File: src/rtl/vecmat_seq_ctrl.sv
// vecmat_seq_ctrl: sequential 1xN by NxM vector-matrix product.
// One row of M multipliers is reused over N cycles. Weight rows come from an
// external synchronous memory (data valid one cycle after row_rd), and per-column
// sums accumulate modulo 2^BW_OUT. The finished row is offered on a valid/ready port.
module vecmat_seq_ctrl #(
   parameter int N      = 4,
   parameter int M      = 4,
   parameter int BW     = 16,
   parameter int BW_OUT = 32,
   parameter int AW     = (N > 1) ? $clog2(N) : 1
) (
   input  logic                  clk,
   input  logic                  rst_n,
   input  logic                  in_valid,
   output logic                  in_ready,
   input  logic [N*BW-1:0]       vectorA_bus,
   input  logic                  abort,
   output logic                  row_rd,
   output logic [AW-1:0]         row_addr,
   input  logic [M*BW-1:0]       row_data,
   output logic                  out_valid,
   input  logic                  out_ready,
   output logic [M*BW_OUT-1:0]   result_bus,
   output logic                  busy
);

   typedef enum logic [1:0] {IDLE, RUN, DRAIN, DONE} state_t;

   state_t                   state, state_nxt;
   logic [AW-1:0]            cnt;
   logic [AW-1:0]            k_d;
   logic                     rd_d;
   logic                     accept;
   logic                     kill;
   logic signed [BW-1:0]     a_reg [N];
   logic signed [BW_OUT-1:0] acc   [M];
   logic signed [BW-1:0]     a_sel;

   assign accept = (state == IDLE) && in_valid;
   assign kill   = (state != IDLE) && abort;
   assign a_sel  = a_reg[k_d];

   // State register.
   always_ff @(posedge clk or negedge rst_n) begin
      if (!rst_n) state <= IDLE;
      else        state <= state_nxt;
   end

   // Next-state and handshake/strobe outputs; abort wins over every other exit.
   always_comb begin
      state_nxt = state;
      in_ready  = 1'b0;
      row_rd    = 1'b0;
      out_valid = 1'b0;
      busy      = (state != IDLE);
      case (state)
         IDLE: begin
            in_ready = 1'b1;
            if (in_valid) state_nxt = RUN;
         end
         RUN: begin
            row_rd = !abort;
            if (abort)                           state_nxt = IDLE;
            else if (cnt == AW'(N - 1))          state_nxt = DRAIN;
         end
         DRAIN: begin
            state_nxt = abort ? IDLE : DONE;
         end
         DONE: begin
            // An aborted result is discarded, so it is never offered as valid.
            out_valid = !abort;
            if (abort)          state_nxt = IDLE;
            else if (out_ready) state_nxt = IDLE;
         end
         default: state_nxt = IDLE;
      endcase
   end

   assign row_addr = (state == RUN) ? cnt : '0;

   // Row counter: counts through RUN, parked at zero everywhere else.
   always_ff @(posedge clk or negedge rst_n) begin
      if (!rst_n)                                  cnt <= '0;
      else if (state == RUN && state_nxt == RUN)   cnt <= cnt + 1'b1;
      else                                         cnt <= '0;
   end

   // Read pipeline: remembers which row the memory is returning this cycle.
   always_ff @(posedge clk or negedge rst_n) begin
      if (!rst_n) begin
         rd_d <= 1'b0;
         k_d  <= '0;
      end else begin
         rd_d <= row_rd;
         k_d  <= cnt;
      end
   end

   genvar gi;

   // Input vector latch: captured only at the accept edge.
   generate
      for (gi = 0; gi < N; gi++) begin : g_a
         always_ff @(posedge clk or negedge rst_n) begin
            if (!rst_n)      a_reg[gi] <= '0;
            else if (accept) a_reg[gi] <= vectorA_bus[(N-gi)*BW-1 -: BW];
         end
      end
   endgenerate

   // Per-column multiply-accumulate lane.
   generate
      for (gi = 0; gi < M; gi++) begin : g_col
         logic signed [BW-1:0]     w_elem;
         logic signed [2*BW-1:0]   prod;
         logic signed [BW_OUT-1:0] prod_ext;

         assign w_elem = row_data[(M-gi)*BW-1 -: BW];
         assign prod   = a_sel * w_elem;

         if (BW_OUT > 2*BW) begin : g_sext
            assign prod_ext = {{(BW_OUT-2*BW){prod[2*BW-1]}}, prod};
         end else if (BW_OUT == 2*BW) begin : g_same
            assign prod_ext = prod;
         end else begin : g_trunc
            assign prod_ext = prod[BW_OUT-1:0];
         end

         // Clearing (accept or abort) takes priority over a pending row.
         always_ff @(posedge clk or negedge rst_n) begin
            if (!rst_n)              acc[gi] <= '0;
            else if (kill || accept) acc[gi] <= '0;
            else if (rd_d)           acc[gi] <= acc[gi] + prod_ext;
         end

         assign result_bus[(M-gi)*BW_OUT-1 -: BW_OUT] = (state == DONE) ? acc[gi] : '0;
      end
   endgenerate

endmodule

File: config.mk
export PLATFORM = sky130hd
export DESIGN_NAME = vecmat_seq_ctrl
export DESIGN_NICKNAME = d
export VERILOG_FILES = /design/src/rtl/vecmat_seq_ctrl.sv
export SDC_FILE = /design/constraint.sdc
export NUM_CORES = 2
export LEC_CHECK = 0
export CAP_MARGIN = 30
export CELL_PAD_IN_SITES_DETAIL_PLACEMENT = 0
export CELL_PAD_IN_SITES_GLOBAL_PLACEMENT = 1
export CORE_ASPECT_RATIO = 1.25
export CORE_MARGIN = 5
export CORE_UTILIZATION = 53
export CTS_BUF_LIST = sky130_fd_sc_hd__clkbuf_2 sky130_fd_sc_hd__clkbuf_4 sky130_fd_sc_hd__clkbuf_8
export DETAILED_ROUTE_END_ITERATION = 10
export DONT_BUFFER_PORTS = 1
export MAX_ROUTING_LAYER = met4
export PLACE_DENSITY = 0.94
export SLEW_MARGIN = 0
export SYNTH_ARGS = -nofsm -noshare
export SYNTH_HDL_FRONTEND = slang
export SYNTH_SLANG_ARGS = --single-unit
File: constraint.sdc
create_clock -name clk -period 10.2 [get_ports clk]
set_clock_uncertainty 0.05 [all_clocks]
set_input_delay 0.51 -clock clk [delete_from_list [all_inputs] [get_ports clk]]
set_output_delay 0.51 -clock clk [all_outputs]
set_load 0.1 [all_outputs]
==> impl_metrics.toml <==
[run_status]
status = "finished, final reports clean"

[sta]
rsz0062_at_grt = "false"
fin_crit_ns = 8.32
slew_viol_final = 0
slew-limit-headroom = 0.129
hold_violations = 0
fmax_mhz = 120
worstMarginPinSlew_ns = 1.31
setup_violations = 0
period_share = 0.815
finalSetupTns_ns = 0

[placement]
dpl.hpwl_mm = 106
post_dp_cell_area_um2 = 53500
port_buffers = 0
dp_cells = 6731
gp_congestion = 0.922

[floorplanning]
initial_core_util = 0.534
die_area_um2 = 104000
row_count = 128
core-area_um2 = 97400
die_w_um = 290
die_h_um = 360
ios = 267

[global_route]
antenna_found_initial = 8
grt_pass1_vias = 41885
grtUsageMet2 = 0.462
grt_first_pass_wirelength_mm = 222
grtUsageMet3 = 0.0530
met1_usage = 0.328
track_usage = 0.274
grt_overflow = 0
busiest_layer = "met2"
grt_max_degree = 200

[setup_path]
reg2reg_slack_ns = 1.88
reg2regPathDepth = 23
crit_chain = "buf_4 > mux4_2 > buf_4 > and2_1 > fa_1 > inv_1 > fa_1 > fa_1 > fa_1 > inv_1 > fa_1 > inv_1 > fa_1 > inv_1 > ha_1 > and3_1 > nand2_1 > a211oi_1 > o211ai_1 > o21ai_0 > a21oi_1 > or4b_1 > nand3_1"
required_ns = 10.76
critPathArrivalTime_ns = 8.87
crit_slowest_cell = "mux4_2"
max_stage_delay_ns = 0.92
r2r-end = "acc[29]$_DFFE_PN0P_"
cp-start-kind = "register"
crit_path_max_fanout = 38
path_common_cell = "fa_1"
worst-setup-path-type = "reg2reg"
cp-end-kind = "register"
reg2reg_from = "k_d[0]$_DFF_PN0_"

[clocking]
clock_sinks = 199
cts_tree = "done"
post_cts_buffers = 0
cts_inserted_buffers = 17
clkLatencyLatePin_ns = 0.68
post_cts_resized = 0
cts_max_level = 4
clkTransAtPathRegs_ns = 0.15
cts_root_buffer = "clkbuf_8"
clk_path_buf_depth = 2

[synth]
synth_edf_count = 0
synthTopCellsByArea = "fa_1 45%, inv_1 9.8%, dfrtp_1 9.6%, ha_1 9.5%, and2_1 6.0%"
synthCells = 5634
yosysTopAreaCell = "fa_1"
ys_ff_latch = 199
postSynth.asyncResetShare = 1.00
synth_cell_types = 71
synth_area_um2 = 52000
synth_ff_type = "dfrtp_1"
yosysWarnings = 0
synth_top_area_frac = 0.450
avgSynthCellArea_um2 = 9.23
synth_nets = 7328
ys_seq_area_frac = 0.0958

[layout]
area_delta_synth_final_pct = 5.32
mostFrequentLayoutCell = "inv_1"
regArea_um2 = 4990
drive_above_1_share = 0.0249
layout_common_cells = "1356 x inv_1, 1168 x fa_1, 799 x nand2_1"
multi_input_area_um2 = 41000
largest_reg_flops = 128
instances_no_fill = 6840
final_area_um2 = 54800
fillCellCount = 8585
fin_nets = 7216

[routing]
wl_per_cell_um = 19.7
drc = 0
drt_iter0_drc = 2395
drtPass1Iterations = 6
vias = 37567
route.antenna.remaining_nets = 0
wl_mm = 134
vias_per_cell = 5.49

[worst_hold_path]
min_to = "state[0]$_DFF_PN0_"
min_from = "out_ready"
hold_depth = 3
hp-class = "in2reg"

[flow_run]
cap_viol_max_count = 0
==> worst max path at each step <==
stage | to | start | slack, ns
final | acc[29]$_DFFE_PN0P_ | k_d[0]$_DFF_PN0_ | 1.88
after global routing | acc[126]$_DFFE_PN0P_ | k_d[0]$_DFF_PN0_ | 1.42
after CTS | acc[29]$_DFFE_PN0P_ | k_d[0]$_DFF_PN0_ | 1.95
after detailed placement | acc[127]$_DFFE_PN0P_ | k_d[0]$_DFF_PN0_ | 1.99
after global placement | acc[29]$_DFFE_PN0P_ | k_d[0]$_DFF_PN0_ | 2.05
after floorplan | acc[54]$_DFFE_PN0P_ | k_d[0]$_DFF_PN0_ | 3.05
==> final cells by class <==
class                           count  area share
Multi-Input combinational cell   3821       0.749
Inverter                         1358      0.0931
Sequential cell                   199      0.0911
Tap cell                         1300      0.0297
Timing Repair Buffer              125      0.0288
Clock buffer                       17     0.00427
Clock inverter                     15     0.00420
Antenna cell                        5    0.000229
==> critical path: cells and delay by family, from the launching register on <==
family	cells	cell delay [ns]
flops	1	0.77
compound gates	4	1.15
simple gates	5	1.08
buf+inv	6	0.91
mux	1	0.92
fa+ha+maj	7	3.34
==> stage by stage <==
step | setup WS (ns) | hold slack [ns] | util
2_1_floorplan | 3.05 | 0.164 | -
3_3_place_gp | 2.05 | 0.190 | 0.544
3_5_place_dp | 1.99 | 0.188 | 0.549
4_1_cts | 1.95 | 0.00633 | 0.561
5_1_grt | 1.42 | 0.119 | 0.562
6_report | 1.88 | 0.0637 | 0.562
==> synth_stat cells, types with 4 or more instances <==
cell	number
a211o_1	7
a211oi_1	17
a21boi_0	6
a21o_1	44
a21oi_1	86
a22o_1	25
a311oi_1	5
a31oi_1	16
a32o_1	12
and2_1	496
and3_1	142
buf_1	7
clkbuf_1	246
dfrtp_1	199
fa_1	1168
ha_1	393
inv_1	1356
mux4_2	16
nand2_1	800
nand2b_1	24
nand3_1	28
nand4_1	8
nand4b_1	4
nor2_1	99
nor2b_1	5
nor3_1	17
nor4_1	4
o211ai_1	13
o21a_1	16
o21ai_0	130
o21bai_1	9
o31ai_1	9
o41ai_1	6
or2_2	6
or3_1	17
or4b_1	4
xnor2_1	87
xor2_1	57
==> repair_timing <==
action | CTS | global route
endpoints found under the hold margin | 268 | 0
endpoints found under the setup margin | 0 | 0
hold buffers | 68 | 0
==> cell families after synthesis <==
kind of cell	count (synthesis)	synth area share
AO/OA/AOI/OAI	437	0.0553
buffers and inverters	1614	0.117
AND/OR/NAND/NOR	1661	0.156
multiplexers	18	0.00732
flip-flops	199	0.0958
XOR/XNOR	144	0.0243
adder cells (fa/ha/maj)	1561	0.544
==> metal layers <==
layer / up-vias / part of all wire
li1: 16490 / -
met1: 19574 / 0.38
met2: 1230 / 0.51
met3: 273 / 0.068
met4: 0 / 0.039
met5: - / 0
Power is left out: the tool's default activity adds up to more than one toggle a clock period on the data nets, which glitch-free logic cannot reach.
